`config.mk`:
```
export PLATFORM = sky130hd
export DESIGN_NAME = vga_timing_gen
export DESIGN_NICKNAME = d
export VERILOG_FILES = /design/src/rtl/vga_pkg.sv /design/src/rtl/sync_delay.sv /design/src/rtl/vga_timing_gen.sv
export SDC_FILE = /design/constraint.sdc
export NUM_CORES = 1
export LEC_CHECK = 0
export ABC_AREA = 1
export CORE_UTILIZATION = 50
export CTS_CLUSTER_DIAMETER = 120
export DETAILED_ROUTE_END_ITERATION = 10
export PLACE_DENSITY = 0.75
export REMOVE_ABC_BUFFERS = 1
export SLEW_MARGIN = 20
export SYNTH_ARGS = -nofsm -noshare
export SYNTH_HDL_FRONTEND = slang
export SYNTH_HIERARCHICAL = 1
export SYNTH_SLANG_ARGS = --single-unit
export TNS_END_PERCENT = 1
```
`constraint.sdc`:
```
create_clock -name clk -period 4.2 [get_ports clk]
set_input_delay 0.42 -clock clk [delete_from_list [all_inputs] [get_ports clk]]
set_output_delay 0.42 -clock clk [all_outputs]
set_load 0.01 [all_outputs]
```
`src/rtl/vga_pkg.sv`:
```
`default_nettype none
// ==========================================================================
// vga_pkg : 640x480@60 raster constants and per-pixel phase encodings
// Rev 1.0
// ==========================================================================
package vga_pkg;

  typedef enum logic [1:0] {
    TEXT_FETCH     = 2'd0,
    GLYPH_FETCH    = 2'd1,
    SET_FOREGROUND = 2'd2,
    DRAW           = 2'd3
  } pixel_state_t;

  localparam int unsigned VGA_H_VISIBLE  = 640;
  localparam int unsigned VGA_H_FRONT    = 16;
  localparam int unsigned VGA_H_SYNC     = 96;
  localparam int unsigned VGA_H_BACK     = 48;
  localparam int unsigned VGA_V_VISIBLE  = 480;
  localparam int unsigned VGA_V_FRONT    = 10;
  localparam int unsigned VGA_V_SYNC     = 2;
  localparam int unsigned VGA_V_BACK     = 33;
  localparam int unsigned VGA_SYNC_DELAY = 3;

  localparam int unsigned VGA_H_TOTAL =
    VGA_H_VISIBLE + VGA_H_FRONT + VGA_H_SYNC + VGA_H_BACK;
  localparam int unsigned VGA_V_TOTAL =
    VGA_V_VISIBLE + VGA_V_FRONT + VGA_V_SYNC + VGA_V_BACK;

  function automatic logic in_span(input logic [9:0] val,
                                   input logic [9:0] lo,
                                   input logic [9:0] hi);
    return (val >= lo) && (val <= hi);
  endfunction

endpackage
`default_nettype wire

```
`src/rtl/sync_delay.sv`:
```
`default_nettype none
// ==========================================================================
// sync_delay : DEPTH-stage, 2-bit shift register preset to all ones
// Rev 1.0
// ==========================================================================
module sync_delay #(
  parameter int unsigned DEPTH = 3
) (
  input  logic       clk_i,
  input  logic       rst_ni,
  input  logic [1:0] d_i,
  output logic [1:0] q_o
);

  generate
    if (DEPTH == 0) begin : g_bypass
      assign q_o = d_i;
    end else begin : g_shift
      logic [1:0] stage_q [DEPTH];

      always_ff @(posedge clk_i or negedge rst_ni) begin
        if (!rst_ni) begin
          for (int i = 0; i < int'(DEPTH); i++) stage_q[i] <= 2'b11;
        end else begin
          stage_q[0] <= d_i;
          for (int i = 1; i < int'(DEPTH); i++) stage_q[i] <= stage_q[i-1];
        end
      end

      assign q_o = stage_q[DEPTH-1];
    end
  endgenerate

endmodule
`default_nettype wire

```
`src/rtl/vga_timing_gen.sv`:
```
`default_nettype none
// ==========================================================================
// vga_timing_gen : raster counters, pixel phase, visible enable, delayed syncs
// Rev 1.0
// ==========================================================================
module vga_timing_gen
  import vga_pkg::*;
#(
  parameter int unsigned H_VISIBLE  = VGA_H_VISIBLE,
  parameter int unsigned H_FRONT    = VGA_H_FRONT,
  parameter int unsigned H_SYNC     = VGA_H_SYNC,
  parameter int unsigned H_BACK     = VGA_H_BACK,
  parameter int unsigned V_VISIBLE  = VGA_V_VISIBLE,
  parameter int unsigned V_FRONT    = VGA_V_FRONT,
  parameter int unsigned V_SYNC     = VGA_V_SYNC,
  parameter int unsigned V_BACK     = VGA_V_BACK,
  parameter int unsigned SYNC_DELAY = VGA_SYNC_DELAY
) (
  input  logic       clk,
  input  logic       reset,
  output logic       enable,
  output logic [9:0] pixel_counter,
  output logic [8:0] line_counter,
  output logic [1:0] pixel_state,
  output logic       hsync,
  output logic       vsync,
  output logic       frame_start
);

  localparam int unsigned H_TOTAL = H_VISIBLE + H_FRONT + H_SYNC + H_BACK;
  localparam int unsigned V_TOTAL = V_VISIBLE + V_FRONT + V_SYNC + V_BACK;

  localparam logic [9:0] H_LAST   = 10'(H_TOTAL - 1);
  localparam logic [9:0] V_LAST   = 10'(V_TOTAL - 1);
  localparam logic [9:0] H_VIS_W  = 10'(H_VISIBLE);
  localparam logic [9:0] V_VIS_W  = 10'(V_VISIBLE);
  localparam logic [9:0] HS_FIRST = 10'(H_VISIBLE + H_FRONT);
  localparam logic [9:0] HS_LAST  = 10'(H_VISIBLE + H_FRONT + H_SYNC - 1);
  localparam logic [9:0] VS_FIRST = 10'(V_VISIBLE + V_FRONT);
  localparam logic [9:0] VS_LAST  = 10'(V_VISIBLE + V_FRONT + V_SYNC - 1);

  pixel_state_t state_q, state_d;
  logic [9:0]   pixel_q, pixel_d;
  logic [9:0]   v_count_q, v_count_d;
  logic         enable_q, enable_d;
  logic         hsync_raw, vsync_raw;
  logic [1:0]   sync_dly;

  always_comb begin
    state_d   = pixel_state_t'(state_q + 2'd1);
    pixel_d   = pixel_q;
    v_count_d = v_count_q;
    if (state_q == DRAW) begin
      if (pixel_q == H_LAST) begin
        pixel_d   = '0;
        v_count_d = (v_count_q == V_LAST) ? '0 : v_count_q + 10'd1;
      end else begin
        pixel_d = pixel_q + 10'd1;
      end
    end
    // Enable is registered from the next-state counters so it stays flat
    // across all four phases and is glitch-free downstream.
    enable_d = (pixel_d < H_VIS_W) && (v_count_d < V_VIS_W);
  end

  always_comb begin
    hsync_raw = !in_span(pixel_q, HS_FIRST, HS_LAST);
    vsync_raw = !in_span(v_count_q, VS_FIRST, VS_LAST);
  end

  always_ff @(posedge clk or negedge reset) begin
    if (!reset) begin
      state_q   <= TEXT_FETCH;
      pixel_q   <= '0;
      v_count_q <= '0;
      enable_q  <= 1'b0;
    end else begin
      state_q   <= state_d;
      pixel_q   <= pixel_d;
      v_count_q <= v_count_d;
      enable_q  <= enable_d;
    end
  end

  sync_delay #(
    .DEPTH (SYNC_DELAY)
  ) u_sync_delay (
    .clk_i  (clk),
    .rst_ni (reset),
    .d_i    ({vsync_raw, hsync_raw}),
    .q_o    (sync_dly)
  );

  assign enable        = enable_q;
  assign pixel_counter = pixel_q;
  assign line_counter  = v_count_q[8:0];
  assign pixel_state   = state_q;
  assign hsync         = sync_dly[0];
  assign vsync         = sync_dly[1];
  assign frame_start   = reset && (pixel_q == '0) && (v_count_q == '0)
                         && (state_q == TEXT_FETCH);

endmodule
`default_nettype wire

```
# --- Yosys cells after proc, flatten, opt, wreduce, memory -nomap -nowiden ---
# Cells that the tools add are included.
totals:
  register_bits: 29
  input_bits: 2
  output_inout_bits: 25
  wordCells: 35
op_classes:
  n_addsub: 3
  n_lt_le_gt_ge: 6
  eq_ne: 3
  n_mux: 5
  reduce_logical: 11
op_table:
  columns: ["operator", "count"]
  rows:
  - ["2-to-1 mux 10 bit", 5]
  - ["adder 10 x 1 -> 10 bit, second input constant", 2]
  - ["equality test 10 bit, second input constant", 2]
  - ["zero test 10 bit", 2]
  - ["greater-or-equal comparator 10 bit, second input constant", 1]
  - ["greater-or-equal comparator 10 x 9 -> 1 bit, second input constant", 1]
  - ["<= comparator 10 bit, second input constant", 1]
  - ["<= comparator 10 x 9 -> 1 bit, second input constant", 1]
  - ["< comparator 10 bit, second input constant", 1]
  - ["< comparator 10 x 9 -> 1 bit, second input constant", 1]
  - ["logical AND 1 bit", 6]
  - ["adder 2 x 1 -> 2 bit, second input constant", 1]
  - ["equality test 2 bit, second input constant", 1]
  - ["zero test 1 bit", 2]
  - ["zero test 2 bit", 1]

# --- Depth between registers and ports, before layout ---
# Gate-level depths: netlist of run 1.
logic_depth:
  word_depth: 6
  mapped_depth: 14
  mapped_depth_nobuf: 13

# --- Modules after synthesis ---
# The synthesis of run 1 kept the hierarchy.
modules_own_cells:
  columns: ["mod", "n_inst", "cells_each", "area_per_inst_um2"]
  rows:
  - ["vga_timing_gen", 1, 202, 1495.2]
  - ["sync_delay", 1, 8, 172.7]

# --- Worst setup path after synthesis of run 1 ---
# OpenSTA, ideal clock, no wires.
synth_timing:
  path_kind: "register -> register"
  startpoint: "register state_q[0] (netlist: pixel_state[0])"
  endpoint: "register enable_q (netlist: enable)"
  setup_ns: 0.119
  t_arrival_ns: 1.514
  required_ns: 4.081
  slack_ns: 2.567
  stages_incl_launch_ff: 12
  n_path_buf: 1
  path_cell_list: "dfrtp_1 > ha_1 > buf_2 > nand4_1 > nor2_4 > nand2_1 > nor2_1 > nor2_1 > nor2_1 > nand2_1 > nand2_1 > nor2_1"
synth_between:
  elab_chain_cells: 4
  elab_cells_between_ends: 6
synth_rtl:
  columns: ["item", "line_no", "rtl"]
  rows:
  - ["start, declared", "vga_timing_gen.sv:42", "pixel_state_t state_q, state_d;"]
  - ["start signal, assigned", "vga_timing_gen.sv:78", "state_q <= state_d;"]
  - ["equality test 2 bit (*)", "vga_timing_gen.sv:53", "if (state_q == DRAW) begin"]
  - ["2-to-1 mux 10 bit", "vga_timing_gen.sv:53", null]
  - ["< comparator 10 bit or < comparator 10 x 9 -> 1 bit (tied branches)", "vga_timing_gen.sv:63", "enable_d = (pixel_d < H_VIS_W) && (v_count_d < V_VIS_W);"]
  - ["logical AND 1 bit (*)", "vga_timing_gen.sv:63", null]
  - ["named net enable_d", "vga_timing_gen.sv:45", "logic enable_q, enable_d;"]
  - ["end signal, assigned", "vga_timing_gen.sv:81", "enable_q <= enable_d;"]
  - ["end, declared", "vga_timing_gen.sv:45", null]
# Mark *: on every way through the listed nets, which the timed path passes. The rest lies on a longest branch.

# --- Worst setup path after layout of run 1 ---
layout_timing:
  startpoint: "register v_count_q[0]"
  endpoint: "output frame_start"
layout_between:
  elab_chain_cells: 3
layout_rtl:
  columns: ["item", "line_no", "rtl"]
  rows:
  - ["start, declared", "vga_timing_gen.sv:44", "logic [9:0] v_count_q, v_count_d;"]
  - ["start signal, assigned", "vga_timing_gen.sv:80", "v_count_q <= v_count_d;"]
  - ["zero test 10 bit", "vga_timing_gen.sv:100", "assign frame_start = reset && (pixel_q == '0) && (v_count_q == '0)"]
  - ["logical AND 1 bit", "vga_timing_gen.sv:100", null]
  - ["logical AND 1 bit", "vga_timing_gen.sv:101", "&& (state_q == TEXT_FETCH);"]
  - ["end, declared", "vga_timing_gen.sv:27", "output logic frame_start"]
# No other way between the ends.

==> flow_metrics.tcl, run 1 <==
set metrics [dict create \
    status "finished, final reports clean" \
    initial_core_util_pct 53.8 \
    drt_wl_total_um 3330 \
    fillers 292 \
    min_to "u_sync_delay/g_shift.stage_q[2]" \
    ioPinCount 27 \
    reg2reg_depth 10 \
    holdWs_ps 360 \
    instances_no_fill 277 \
    rsz0062_at_grt "false" \
    p_leak_nw 0.887 \
    tns_ps 0 \
    worstPathRequired_ps 3780 \
    drt-vias-per-instance 5.09 \
    synthCells 210 \
    grtUsageTotal_pct 22.5 \
    ys_ff_latch 29 \
    rows 20 \
    arrival_ps 2240 \
    cts.reportedPaths.clkPinSlew_ps 90 \
    num-nets-final 241 \
    syn_to_final_growth_pct 18.3 \
    gp_congestion 0.882 \
    cts_setup_buffers 0 \
    hold_path.startpoint "u_sync_delay/g_shift.stage_q[4]" \
    wl_per_cell_um 12.0 \
    core-area_mm2 0.00310 \
    avgSynthCellArea_um2 7.94 \
    post-dp-hpwl_um 2470 \
    mostFrequentLayoutCells "nand2_1 (44), inv_1 (35), clkdlybuf4s50_1 (26)" \
    grt_pass1_wl_um 5850 \
    slew_violations 0 \
    setup.worst_path.start_class "flip-flop" \
    crit_fanout 6 \
    min_path_type "reg2reg" \
    worstReg2RegEnd "enable" \
    synth_area_mm2 0.00167 \
    maxCapViolations 0 \
    ys_seq_area_share_pct 44.0 \
    fmax_ghz 0.376 \
    fp.dieW_um 59.8 \
    clock_path_buffers 2 \
    clkLatencyLatePin_ps 330 \
    drtIter0Drc 84 \
    vias 1409 \
    fin_ws_ps 1540 \
    setup-violations-final 0 \
    firstDrtPassIters 4 \
    crit_type "reg2out" \
    diodes 0 \
    mostFrequentLayoutCell "nand2_1" \
    holdBufCountCts 0 \
    yosysTopAreaCell "dfrtp_1" \
    reg2reg_from "pixel_state[0]" \
    drc 0 \
    antenna_left 0 \
    synthTopCellsByArea "dfrtp_1 (35%), nand2_1 (9.9%), dfstp_2 (9.5%)" \
    pre_cts_slack_ps 1730 \
    synth_top_area_share_pct 34.5 \
    cts_tree "done" \
    cts.sinks 29 \
    grt_pass1_vias 1291 \
    whs_path_depth 0 \
    period_share_pct 63.3 \
    port_buffers 26 \
    yosys_warnings 6 \
    die_h_um 59.8 \
    overflow 0 \
    grt_max_degree 30 \
    drive_above_1_share_pct 13.7 \
    clockRootBuffer "clkbuf_4" \
    cts_made_buffers 5 \
    dp_cells 269 \
    ctsResizeCount 0 \
    antenna_found_initial 0 \
    worst_pin_slew_ps 353 \
    dieArea_mm2 0.00357 \
    power.total_w 0.000477 \
    r2r_slack_ps 2320 \
    max-vdd-ir-drop_uv 170 \
    relSlewSlack_pct 76.5 \
    end_kind "output port" \
    ys_types 28 \
    final.min_clock_period_ps 2660 \
    h-tree-depth 2 \
    power_density_mw_per_mm2 242 \
    skew_ps 5.73 \
    hold_viol 0 \
]
flip-flops by register name (all words and copies together) (netlist names):
signal and cells:
enable 1, pixel_counter 10, pixel_state 2, u_sync_delay/g_shift.stage_q 4, u_sync_delay/q_o 2, v_count_q 10
routing by layer:
metal / GRT usage, % / vias to the layer above / share of wire [%]
li1: - / 695 / -
met1: 32.2 / 660 / 47
met2: 32.1 / 49 / 45
met3: 5.63 / 5 / 6.5
met4: 9.63 / 0 / 1.7
met5: 0 / - / 0
cells in the mapped netlist, drive strengths merged:
cell type  instances
nor2              25
nor4               3
o21ai              9
nand3             15
and3               1
o21bai             1
or2                1
inv               38
ha                 7
a211oi             1
xor2               1
nand2             46
o211ai             1
a21oi              7
dfstp              6
dfrtp             23
buf               12
nor3               8
nand4              4
o21a               1
cell families after synthesis:
group / synth area share (%)
fa+ha+maj: 5.25
xor+xnor: 0.525
simple gates: 29.9
flops: 44.0
compound gates: 6.60
buf+inv: 13.8
cell type report:
type | count | area (um^2) | share of cell area (%)
well taps | 44 | 55.1 | 2.79
multi-input cells | 131 | 704 | 35.7
clock inverters | 1 | 5.00 | 0.254
flip-flops and latches | 29 | 733 | 37.2
repair buffers | 27 | 268 | 13.6
clock buffers | 7 | 65.1 | 3.30
inverters | 38 | 143 | 7.23
worst max path at each step:
stage / from / to / slack (ps)
finish: v_count_q[0] / frame_start / 1540
global route: v_count_q[0] / frame_start / 1440
CTS: v_count_q[0] / frame_start / 1530
detailed placement: reset / frame_start / 1730
global placement: reset / frame_start / 1780
floorplan: v_count_q[0] / frame_start / 2520
report_power, final:
part | switching [W] | internal [W]
clock network | 0.0000935 | 0.0000969
logic | 0.00000544 | 0.00000161
registers | 0 | 0.000279
through the flow:
step | cell area [um^2] | utilization, %
2_1_floorplan | 1580 | -
3_3_place_gp | 1900 | 61.3
3_5_place_dp | 1900 | 61.3
4_1_cts | 1970 | 63.6
5_1_grt | 1970 | 63.6
6_report | 1970 | 63.6
worst max-delay path: stages, from the launching register on:
cell and delay (ps):
dfrtp_1 400, inv_1 190, ha_1 220, nand3_1 80
nor4_1 290, and3_1 210, clkdlybuf4s50_1 530
Note: power is estimated with default switching activity, not from simulation.
==> inputs of run 2 (changes only) <==
Clock period 4.2 ns to 2.6 ns, I/O delays scaled along.
==> run 2 against run 1 <==
  * Sequential power is 62% higher
  * Flip-flop and latch count stayed put
  * Die area stayed put
  * Cell count is the same
  * Power grew 50%
  * Worst setup slack worse by 1300 ps
  * Via count hardly changed
  * Count of clock-buffer cells in the layout fell by 1
  * Design area down 0.95%
  * Critical path type unchanged
  * Critical endpoint unchanged
==> flow_metrics.tcl, run 2 (synthesized netlist as in run 1, its figures left out) <==
set metrics [dict create \
    tns_ps 0 \
    cp_cell_sequence "inv_2 > ha_1 > nand3_1 > nor4_1 > and3_1 > clkdlybuf4s50_1" \
    cts_made_buffers 5 \
    crit_buf_inv 2 \
    holdWs_ps 358 \
    num-nets-final 241 \
    instances_no_fill 277 \
    p_int_w 0.000556 \
    worst_pin_slew_ps 354 \
    cts_setup_buffers 0 \
    crit_slowest_cell "clkdlybuf4s50_1" \
    antenna_found_initial 0 \
    rows 20 \
    arrival_ps 2130 \
    p_leak_nw 0.878 \
    syn_to_final_growth_pct 17.2 \
    final_util_pct 63.0 \
    grtUsageTotal_pct 22.6 \
    status "finished, final reports clean" \
    dieArea_mm2 0.00357 \
    cts.sinks 29 \
    h-tree-depth 2 \
    antenna_left 0 \
    cts.reportedPaths.clkPinSlew_ps 90 \
    period_share_pct 91.8 \
    grt_max_degree 30 \
    slew_violations 0 \
    end_kind "output port" \
    skew_ps 6.61 \
    crit_fanout 6 \
    min_path_type "in2async" \
    worstPathRequired_ps 2340 \
    power_density_mw_per_mm2 367 \
    crit_type "reg2out" \
    dp_cells 269 \
    diodes 0 \
    relSlewSlack_pct 76.4 \
    p_sw_share_pct 22.4 \
    ioPinCount 27 \
    final.min_clock_period_ps 2390 \
    power.total_w 0.000716 \
    die_h_um 59.8 \
    fillers 313 \
    clkPwrFrac_pct 35.4 \
    clock_path_buffers 2 \
    grt_pass1_vias 1300 \
    setup.worst_path.start_class "flip-flop" \
    setup-violations-final 0 \
    vias 1408 \
    grt_pass1_wl_um 5750 \
    fp.dieW_um 59.8 \
    critical-path-top-delay-family "buffers and inverters" \
    mostFrequentLayoutCells "nand2_1 (44), inv_1 (34), clkdlybuf4s50_1 (26)" \
    maxCapViolations 0 \
    drc 0 \
    ctsResizeCount 0 \
    wl_per_cell_um 11.8 \
    drive_above_1_share_pct 13.7 \
    fmax_ghz 0.419 \
    holdBufCountCts 0 \
    mostFrequentLayoutCell "nand2_1" \
    max-vdd-ir-drop_uv 250 \
    rsz0062_at_grt "false" \
    post-dp-hpwl_um 2500 \
    core-area_mm2 0.00310 \
    gp_congestion 0.892 \
    drt_wl_total_um 3260 \
    switchingPower_w 0.000160 \
    port_buffers 26 \
    clockRootBuffer "clkbuf_4" \
    cts_tree "done" \
    drt-vias-per-instance 5.08 \
    initial_core_util_pct 53.8 \
    p_comb_share_pct 1.6 \
    clkLatencyLatePin_ps 340 \
    hold_viol 0 \
    drtIter0Drc 64 \
    overflow 0 \
    seqPwrFrac_pct 63.0 \
    firstDrtPassIters 4 \
    cpPeakStageDelay_ps 530 \
]
==> run 2: path summary, 6_finish.rpt <==
kind,from,to,depth (start not counted),slack (ps)
min reg2reg,u_sync_delay/g_shift.stage_q[5],u_sync_delay/g_shift.stage_q[3],0,360
min in group clk,u_sync_delay/g_shift.stage_q[5],u_sync_delay/g_shift.stage_q[3],0,360
max,v_count_q[0],frame_start,6,210
max reg2reg,pixel_state[0],enable,10,750
max in group asynchronous,reset,u_sync_delay/q_o[0],2,1920
min,reset,pixel_counter[6],2,360
==> run 2: per-layer routing <==
layer  track usage [%]  part of all wire [%]  up-vias
met4              11.6                   2.2        0
met2              33.3                    44       43
met3              6.49                   6.4        8
met5                 0                     0        -
met1              30.2                    47      660
li1                  -                     -      697
==> run 2: power groups by stage <==
stage | Sequential, W | Clock (W) | Combinational, W
after floorplan | 0.000460 | 0 | 0.000000460
after CTS | 0.000451 | 0.000268 | 0.0000123
final | 0.000451 | 0.000254 | 0.0000114
after global routing | 0.000451 | 0.000288 | 0.0000137
after detailed placement | 0.000460 | 0 | 0.0000123
after global placement | 0.000460 | 0 | 0.0000123
==> run 2: stage by stage <==
step                      area [um^2]  setup slack, ps
after CTS                        1950              124
after floorplan                  1580              964
after detailed placement         1900              483
after global placement           1900              497
after global routing             1950             52.7
final                            1950              214
==> run 2: area by class of cell <==
class | count | area [um^2] | share of cell area (%)
Clock buffer | 6 | 41.3 | 2.11
Clock inverter | 2 | 10.0 | 0.512
Inverter | 38 | 143 | 7.30
Multi-Input combinational cell | 131 | 704 | 36.0
Sequential cell | 29 | 733 | 37.5
Tap cell | 44 | 55.1 | 2.82
Timing Repair Buffer | 27 | 268 | 13.7
==> run 2: worst register-to-register path: cells and delay by family, from the launching register on <==
| kind | cells | cell delay, ps |
|---|---|---|
| adders and majority gates | 1 | 320 |
| DFF | 1 | 380 |
| and+or+nand+nor | 9 | 1040 |
